## config.mk

```make
export PLATFORM = sky130hd
export DESIGN_NAME = uart_tx
export DESIGN_NICKNAME = d
export VERILOG_FILES = /design/src/rtl/uart_tx_pkg.sv /design/src/rtl/uart_tx.sv
export SDC_FILE = /design/constraint.sdc
export NUM_CORES = 1
export LEC_CHECK = 0
export ABC_CLOCK_PERIOD_IN_PS = 2000
export CORE_UTILIZATION = 32
export CTS_BUF_LIST = sky130_fd_sc_hd__clkbuf_4
export DETAILED_ROUTE_END_ITERATION = 10
export GPL_TIMING_DRIVEN = 0
export PLACE_DENSITY = 0.6
export SYNTH_ARGS = -nofsm -noshare
export SYNTH_HDL_FRONTEND = slang
export SYNTH_SLANG_ARGS = --single-unit
```

## constraint.sdc

```tcl
create_clock -name clk -period 2 [get_ports clk]
set_input_delay 0.5 -clock clk [delete_from_list [all_inputs] [get_ports clk]]
set_output_delay 0.5 -clock clk [all_outputs]
set_load 0.01 [all_outputs]
```

## src/rtl/uart_tx_pkg.sv

```systemverilog
// uart_tx_pkg
//   Shared UART definitions used by both ends of the link (uart_tx, uart_rx):
//   FSM state encoding, the oversampling ratio, default frame geometry and
//   a parity helper. Keeping DEF_DBIT/DEF_SB_TICK here lets the transmitter
//   and receiver agree on frame shape without duplicated literals.
package uart_tx_pkg;

  // s_tick strobes per bit period
  localparam int OVERSAMPLE  = 16;

  // default frame: 8 data bits, 1 stop bit
  localparam int DEF_DBIT    = 8;
  localparam int DEF_SB_TICK = 16;

  // FSM state encoding (3 bits, shared with the receiver)
  typedef logic [2:0] uart_state_t;
  localparam uart_state_t ST_IDLE   = 3'd0;
  localparam uart_state_t ST_START  = 3'd1;
  localparam uart_state_t ST_DATA   = 3'd2;
  localparam uart_state_t ST_PARITY = 3'd3;
  localparam uart_state_t ST_STOP   = 3'd4;

  // Parity over the low dbit bits of d; odd=1 flips the sense so that the
  // data bits plus the returned bit have an odd number of ones.
  function automatic logic par_bit(input logic [7:0] d, input int dbit,
                                   input logic odd);
    logic p;
    p = odd;
    for (int i = 0; i < 8; i++)
      if (i < dbit) p = p ^ d[i];
    return p;
  endfunction

endpackage

```

## src/rtl/uart_tx.sv

```systemverilog
// uart_tx
//   UART serial transmitter. One word is accepted per tx_start pulse while
//   idle and shifted out LSB-first as: start bit, DBIT data bits, optional
//   parity bit, stop period. All bit timing comes from s_tick (OVERSAMPLE
//   strobes per bit), the same strobe that drives uart_rx.
//
// Ports
//   clk          system clock, rising edge
//   reset        asynchronous, active-high
//   s_tick       one-clk oversampling strobe
//   tx_start     one-clk send request, honoured only in idle
//   din[7:0]     word to send, captured on the accepted tx_start cycle
//   tx           serial line, registered, idle-high
//   tx_busy      high while a frame is in flight (registered with state)
//   tx_done_tick one-clk pulse on the final stop-period tick
module uart_tx
  import uart_tx_pkg::*;
#(
  parameter int DBIT    = DEF_DBIT,    // 1..8 data bits
  parameter int SB_TICK = DEF_SB_TICK, // stop period in s_tick units (16/24/32)
  parameter int PAR_EN  = 0,           // 1: append parity bit
  parameter int PAR_ODD = 0            // parity sense: 0 even, 1 odd
) (
  input  logic       clk,
  input  logic       reset,
  input  logic       s_tick,
  input  logic       tx_start,
  input  logic [7:0] din,
  output logic       tx,
  output logic       tx_busy,
  output logic       tx_done_tick
);

  localparam logic [4:0] S_LAST  = 5'(OVERSAMPLE - 1);
  localparam logic [4:0] SB_LAST = 5'(SB_TICK - 1);
  localparam logic [2:0] N_LAST  = 3'(DBIT - 1);
  localparam logic       ODD     = (PAR_ODD != 0);

  uart_state_t state_reg, state_next;
  logic [4:0]  s_reg, s_next;     // tick counter within the current bit
  logic [2:0]  n_reg, n_next;     // data bit index
  logic [7:0]  b_reg, b_next;     // shift register, b_reg[0] is on the line
  logic        p_reg, p_next;     // parity bit, fixed at acceptance
  logic        tx_reg, tx_next;
  logic        busy_reg;

  // --------------------------------------------------------------------
  // State register
  // --------------------------------------------------------------------
  always_ff @(posedge clk or posedge reset) begin
    if (reset) begin
      state_reg <= ST_IDLE;
      s_reg     <= '0;
      n_reg     <= '0;
      b_reg     <= '0;
      p_reg     <= 1'b0;
      tx_reg    <= 1'b1;
      busy_reg  <= 1'b0;
    end else begin
      state_reg <= state_next;
      s_reg     <= s_next;
      n_reg     <= n_next;
      b_reg     <= b_next;
      p_reg     <= p_next;
      tx_reg    <= tx_next;
      busy_reg  <= (state_next != ST_IDLE);
    end
  end

  // --------------------------------------------------------------------
  // Next-state logic. Without s_tick every counter holds, so the frame
  // simply stretches with the strobe rate.
  // --------------------------------------------------------------------
  always_comb begin
    state_next = state_reg;
    s_next     = s_reg;
    n_next     = n_reg;
    b_next     = b_reg;
    p_next     = p_reg;
    case (state_reg)
      ST_IDLE: begin
        if (tx_start) begin
          // din is only looked at here; later changes cannot leak in
          b_next     = din;
          p_next     = par_bit(din, DBIT, ODD);
          s_next     = '0;
          state_next = ST_START;
        end
      end
      ST_START: begin
        if (s_tick) begin
          if (s_reg == S_LAST) begin
            s_next     = '0;
            n_next     = '0;
            state_next = ST_DATA;
          end else begin
            s_next = s_reg + 5'd1;
          end
        end
      end
      ST_DATA: begin
        if (s_tick) begin
          if (s_reg == S_LAST) begin
            s_next = '0;
            b_next = b_reg >> 1;
            if (n_reg == N_LAST)
              state_next = (PAR_EN != 0) ? ST_PARITY : ST_STOP;
            else
              n_next = n_reg + 3'd1;
          end else begin
            s_next = s_reg + 5'd1;
          end
        end
      end
      ST_PARITY: begin
        if (s_tick) begin
          if (s_reg == S_LAST) begin
            s_next     = '0;
            state_next = ST_STOP;
          end else begin
            s_next = s_reg + 5'd1;
          end
        end
      end
      ST_STOP: begin
        if (s_tick) begin
          if (s_reg == SB_LAST) state_next = ST_IDLE;
          else                  s_next     = s_reg + 5'd1;
        end
      end
      default: state_next = ST_IDLE;
    endcase
  end

  // --------------------------------------------------------------------
  // Output logic. The line level is decoded from the *next* state so tx
  // moves on the same edge as the state; b_next[0] is already the bit
  // that will be on the line after a shift.
  // --------------------------------------------------------------------
  always_comb begin
    tx_next = 1'b1;
    case (state_next)
      ST_START:  tx_next = 1'b0;
      ST_DATA:   tx_next = b_next[0];
      ST_PARITY: tx_next = p_next;
      default:   tx_next = 1'b1;
    endcase
    tx_done_tick = (state_reg == ST_STOP) && s_tick && (s_reg == SB_LAST);
  end

  assign tx      = tx_reg;
  assign tx_busy = busy_reg;

endmodule

```

==> metrics.log <==
[metrics] global-route wire length before repair: 5150 microns
[metrics] via count: 1,052
[metrics] global-route usage over all layers: 0.157
[metrics] width of the die: 65.2 microns
[metrics] Inst Count DP: 189
[metrics] core area: 3740 sq um
[metrics] post-detailed-route DRC marker count: 0
[metrics] Critical Path AT: 1.63 ns
[metrics] post-route clock skew: 0.00575 ns
[metrics] startpoint of the lowest-slack hold path: b_reg[2]
[metrics] family with the most delay on the worst path: simple AND/OR/NAND/NOR gates
[metrics] number of buffers created by CTS: 3
[metrics] power per cell area: 1040 nW/um^2
[metrics] count of buffers inserted at the top-level ports: 14
[metrics] Slowest cell on crit path: sky130_fd_sc_hd__dfrtp_1
[metrics] share of post-route cells with drive strength above 1: 0.253
[metrics] total number of yosys warnings: 0
[metrics] starting density of the core: 0.342
[metrics] final period demand of the worst path: 2.13 ns
[metrics] number of endpoints with negative hold slack in the final report: 0
[metrics] dominant cell type by area after synthesis: sky130_fd_sc_hd__dfrtp_1
[metrics] iteration count of the initial detailed-routing pass: 4
[metrics] proportion of netlist area held by the largest area contributor: 0.411
[metrics] top area cells in the synthesized netlist: sky130_fd_sc_hd__dfrtp_1, sky130_fd_sc_hd__ha_1, sky130_fd_sc_hd__xnor2_1
[metrics] number of enable flip-flop cells after synthesis: 0
[metrics] number of hold-repair buffers added at the cts stage: 0
[metrics] number of flip-flops in the largest register: 8
[metrics] startpoint kind of the worst setup timing path: flop
[metrics] Post-Synthesis Mean Instance Area: 10.1 sq um
[metrics] logic depth of the worst register-to-register path: 7
[metrics] ant diodes: 0
[metrics] clock root cell: sky130_fd_sc_hd__clkbuf_4
[metrics] Max-cap violations: 0
[metrics] syn_nets: 145
[metrics] initial antenna violation count: 0
[metrics] CP Capture Type: output port
[metrics] combined area of all synthesized cells: 1280 sq um
[metrics] reg-to-reg critical path endpoint: s_reg[3]
[metrics] type of the setup path with the least slack: reg2out
[metrics] Buf+Inv Stages, Crit Path: 1
[metrics] commonest cells after routing, fill and taps aside: sky130_fd_sc_hd__dfrtp_1, sky130_fd_sc_hd__nand2_1, sky130_fd_sc_hd__clkdlybuf4s50_1
[metrics] post-DR wirelength/cell: 14.1 microns
[metrics] worst setup margin: -0.126 ns
[metrics] worst-case hold path end point: b_reg[2]
[metrics] final non-filler cell total: 198
[metrics] latest clock arrival within the worst-skew pair: 0.31 ns
[metrics] summed negative setup slack over all endpoints: -0.705 ns
[metrics] required time of the critical path: 1.50 ns
[metrics] CP cell instances: ha_2 > and3_4 > ha_4 > nand2_4 > nor3_2 > buf_2
[metrics] routability congestion estimate: 0.818
[metrics] count of antenna-violating nets left after detailed routing: 0
[metrics] pin count of the biggest net entering global routing: 23
[metrics] status: finished with violations
[metrics] leakage power of the design: 0.000718 uW
[metrics] height of the die: 65.2 microns
[metrics] unrepaired setup endpoints after global routing: yes
[metrics] Max IR drop VDD: 0.711 mV
[metrics] average via count per standard cell: 5.31
[metrics] worst min-delay path category: reg2reg
[metrics] most common cell after layout, fill and taps aside: sky130_fd_sc_hd__dfrtp_1
[metrics] startpoint of the lowest-slack register-to-register path: s_reg[1]
[metrics] Post-Route WL: 2790 microns
[metrics] Distinct cells, synth: 40
[metrics] Total Die Area: 4250 sq um
[metrics] H-tree depth: 1
[metrics] Layout Nets: 169
[metrics] count of pins over their slew limit: 0
[metrics] Least-Margin Pin Slew: 0.856 ns
[metrics] dominant synthesized flop cell: sky130_fd_sc_hd__dfrtp_1
[metrics] portion of the post-synthesis area used by sequential elements: 0.432
[metrics] via count of the first global-routing pass: 1,111
[metrics] violated checks: setup timing
[metrics] number of endpoints failing setup at the final stage: 7
[metrics] register clock-pin slew on the reported worst setup and hold paths: 0.13 ns
[metrics] total gr overflow: 0
[metrics] number of cells traversed by the worst hold path: 2
[metrics] CTS tree: yes
[metrics] total of flip-flops plus latches after synthesis: 22
[metrics] slew margin rel.: 0.429
[metrics] largest incremental delay on the critical path: 0.39 ns
[metrics] signed area change from the synthesized netlist to the final layout: 29.6%
[metrics] sum of net half-perimeters after detailed placement: 2050 microns
[metrics] number of I/O pins: 15
[metrics] Placement Rows: 22
[metrics] maximum buffer depth of the clock tree: 2
[metrics] register-to-register setup slack: -0.11 ns
[metrics] iteration-0 DRC count of the detailed router: 20
[metrics] asr flop ratio synth: 1.00
[metrics] CTS sink count: 22
[metrics] fraction of the cycle the final worst path needs: 1.06
[metrics] Highest Clock Rate: 0.470 GHz
[metrics] placement-stage worst setup slack: -0.510 ns
[metrics] post-synthesis cell count: 127
[metrics] CP max FO: 4
==> through the flow <==
step	utilization	power (uW)	hold slack (ns)	area, sq um
after CTS	0.431	1690	0.503	1610
after floorplan	-	1120	0.438	1290
after global routing	0.443	1870	0.544	1660
after global placement	0.398	1260	0.461	1490
final	0.443	1720	0.499	1660
after detailed placement	0.398	1290	0.474	1490
==> logic make-up after synthesis <==
group / Yosys count / synth area share
adder cells (fa/ha/maj): 6 / 0.0587
AND/OR/NAND/NOR: 45 / 0.195
XOR/XNOR: 7 / 0.0479
multiplexers: 5 / 0.0421
flip-flops: 22 / 0.432
AO/OA/AOI/OAI: 32 / 0.188
buffers and inverters: 10 / 0.0372
==> synth_stat cells (all sizes together), types with 3 or more instances <==
cell and count:
o22ai 4, inv 6, dfrtp 21, buf 4, nor3 3, or2 3
xnor2 7, o21ai 5, ha 6, and3 4, mux2 3, and2 3
nor2 6, nand2 14, a22oi 6
==> power by group <==
| group | leakage [uW] | total [uW] | internal [uW] | switching [uW] |
|---|---|---|---|---|
| registers | 0.000274 | 710 | 600 | 109 |
| clock network | 0.0000279 | 343 | 202 | 140 |
| logic | 0.000416 | 670 | 344 | 326 |
==> per-layer routing <==
layer	part of all wire	up-vias	GRT usage
met2	0.51	17	0.268
li1	-	508	-
met4	0.014	0	0.0598
met1	0.44	523	0.201
met3	0.029	4	0.0174
met5	0	-	0
==> how the worst max path moves through the flow <==
stage                     cells past startpoint  startpoint  slack, ns      endpoint
after floorplan                               7    s_reg[0]       0.01      s_reg[3]
after global placement                        4      s_tick      -0.51  tx_done_tick
after detailed placement                      4      s_tick      -0.51  tx_done_tick
after CTS                                     6    s_reg[0]      -0.15  tx_done_tick
after global routing                          6    s_reg[1]      -0.23  tx_done_tick
final                                         6    s_reg[1]      -0.13  tx_done_tick
==> tightest hold or removal path, stage by stage, from the launching register on <==
cell and delay [ns]:
sky130_fd_sc_hd__dfrtp_1 0.37, sky130_fd_sc_hd__nand2_1 0.05, sky130_fd_sc_hd__nand2_1 0.06
==> what timing repair did <==
item / in CTS / in global routing
pin swaps: 4 / 3
gates resized for setup: 17 / 5
hold endpoints to repair: 0 / 0
buffers inserted: 2 / 3
setup endpoints to repair: 8 / 13
==> cell type report <==
cell class	count	area, sq um
clock inverters	1	30.0
repair buffers	19	176
flip-flops and latches	22	552
clock buffers	3	22.5
plain buffers	4	27.5
multi-input cells	95	766
well taps	48	60.1
fillers	373	2090
inverters	6	22.5
(Power assumes the default switching activity.)
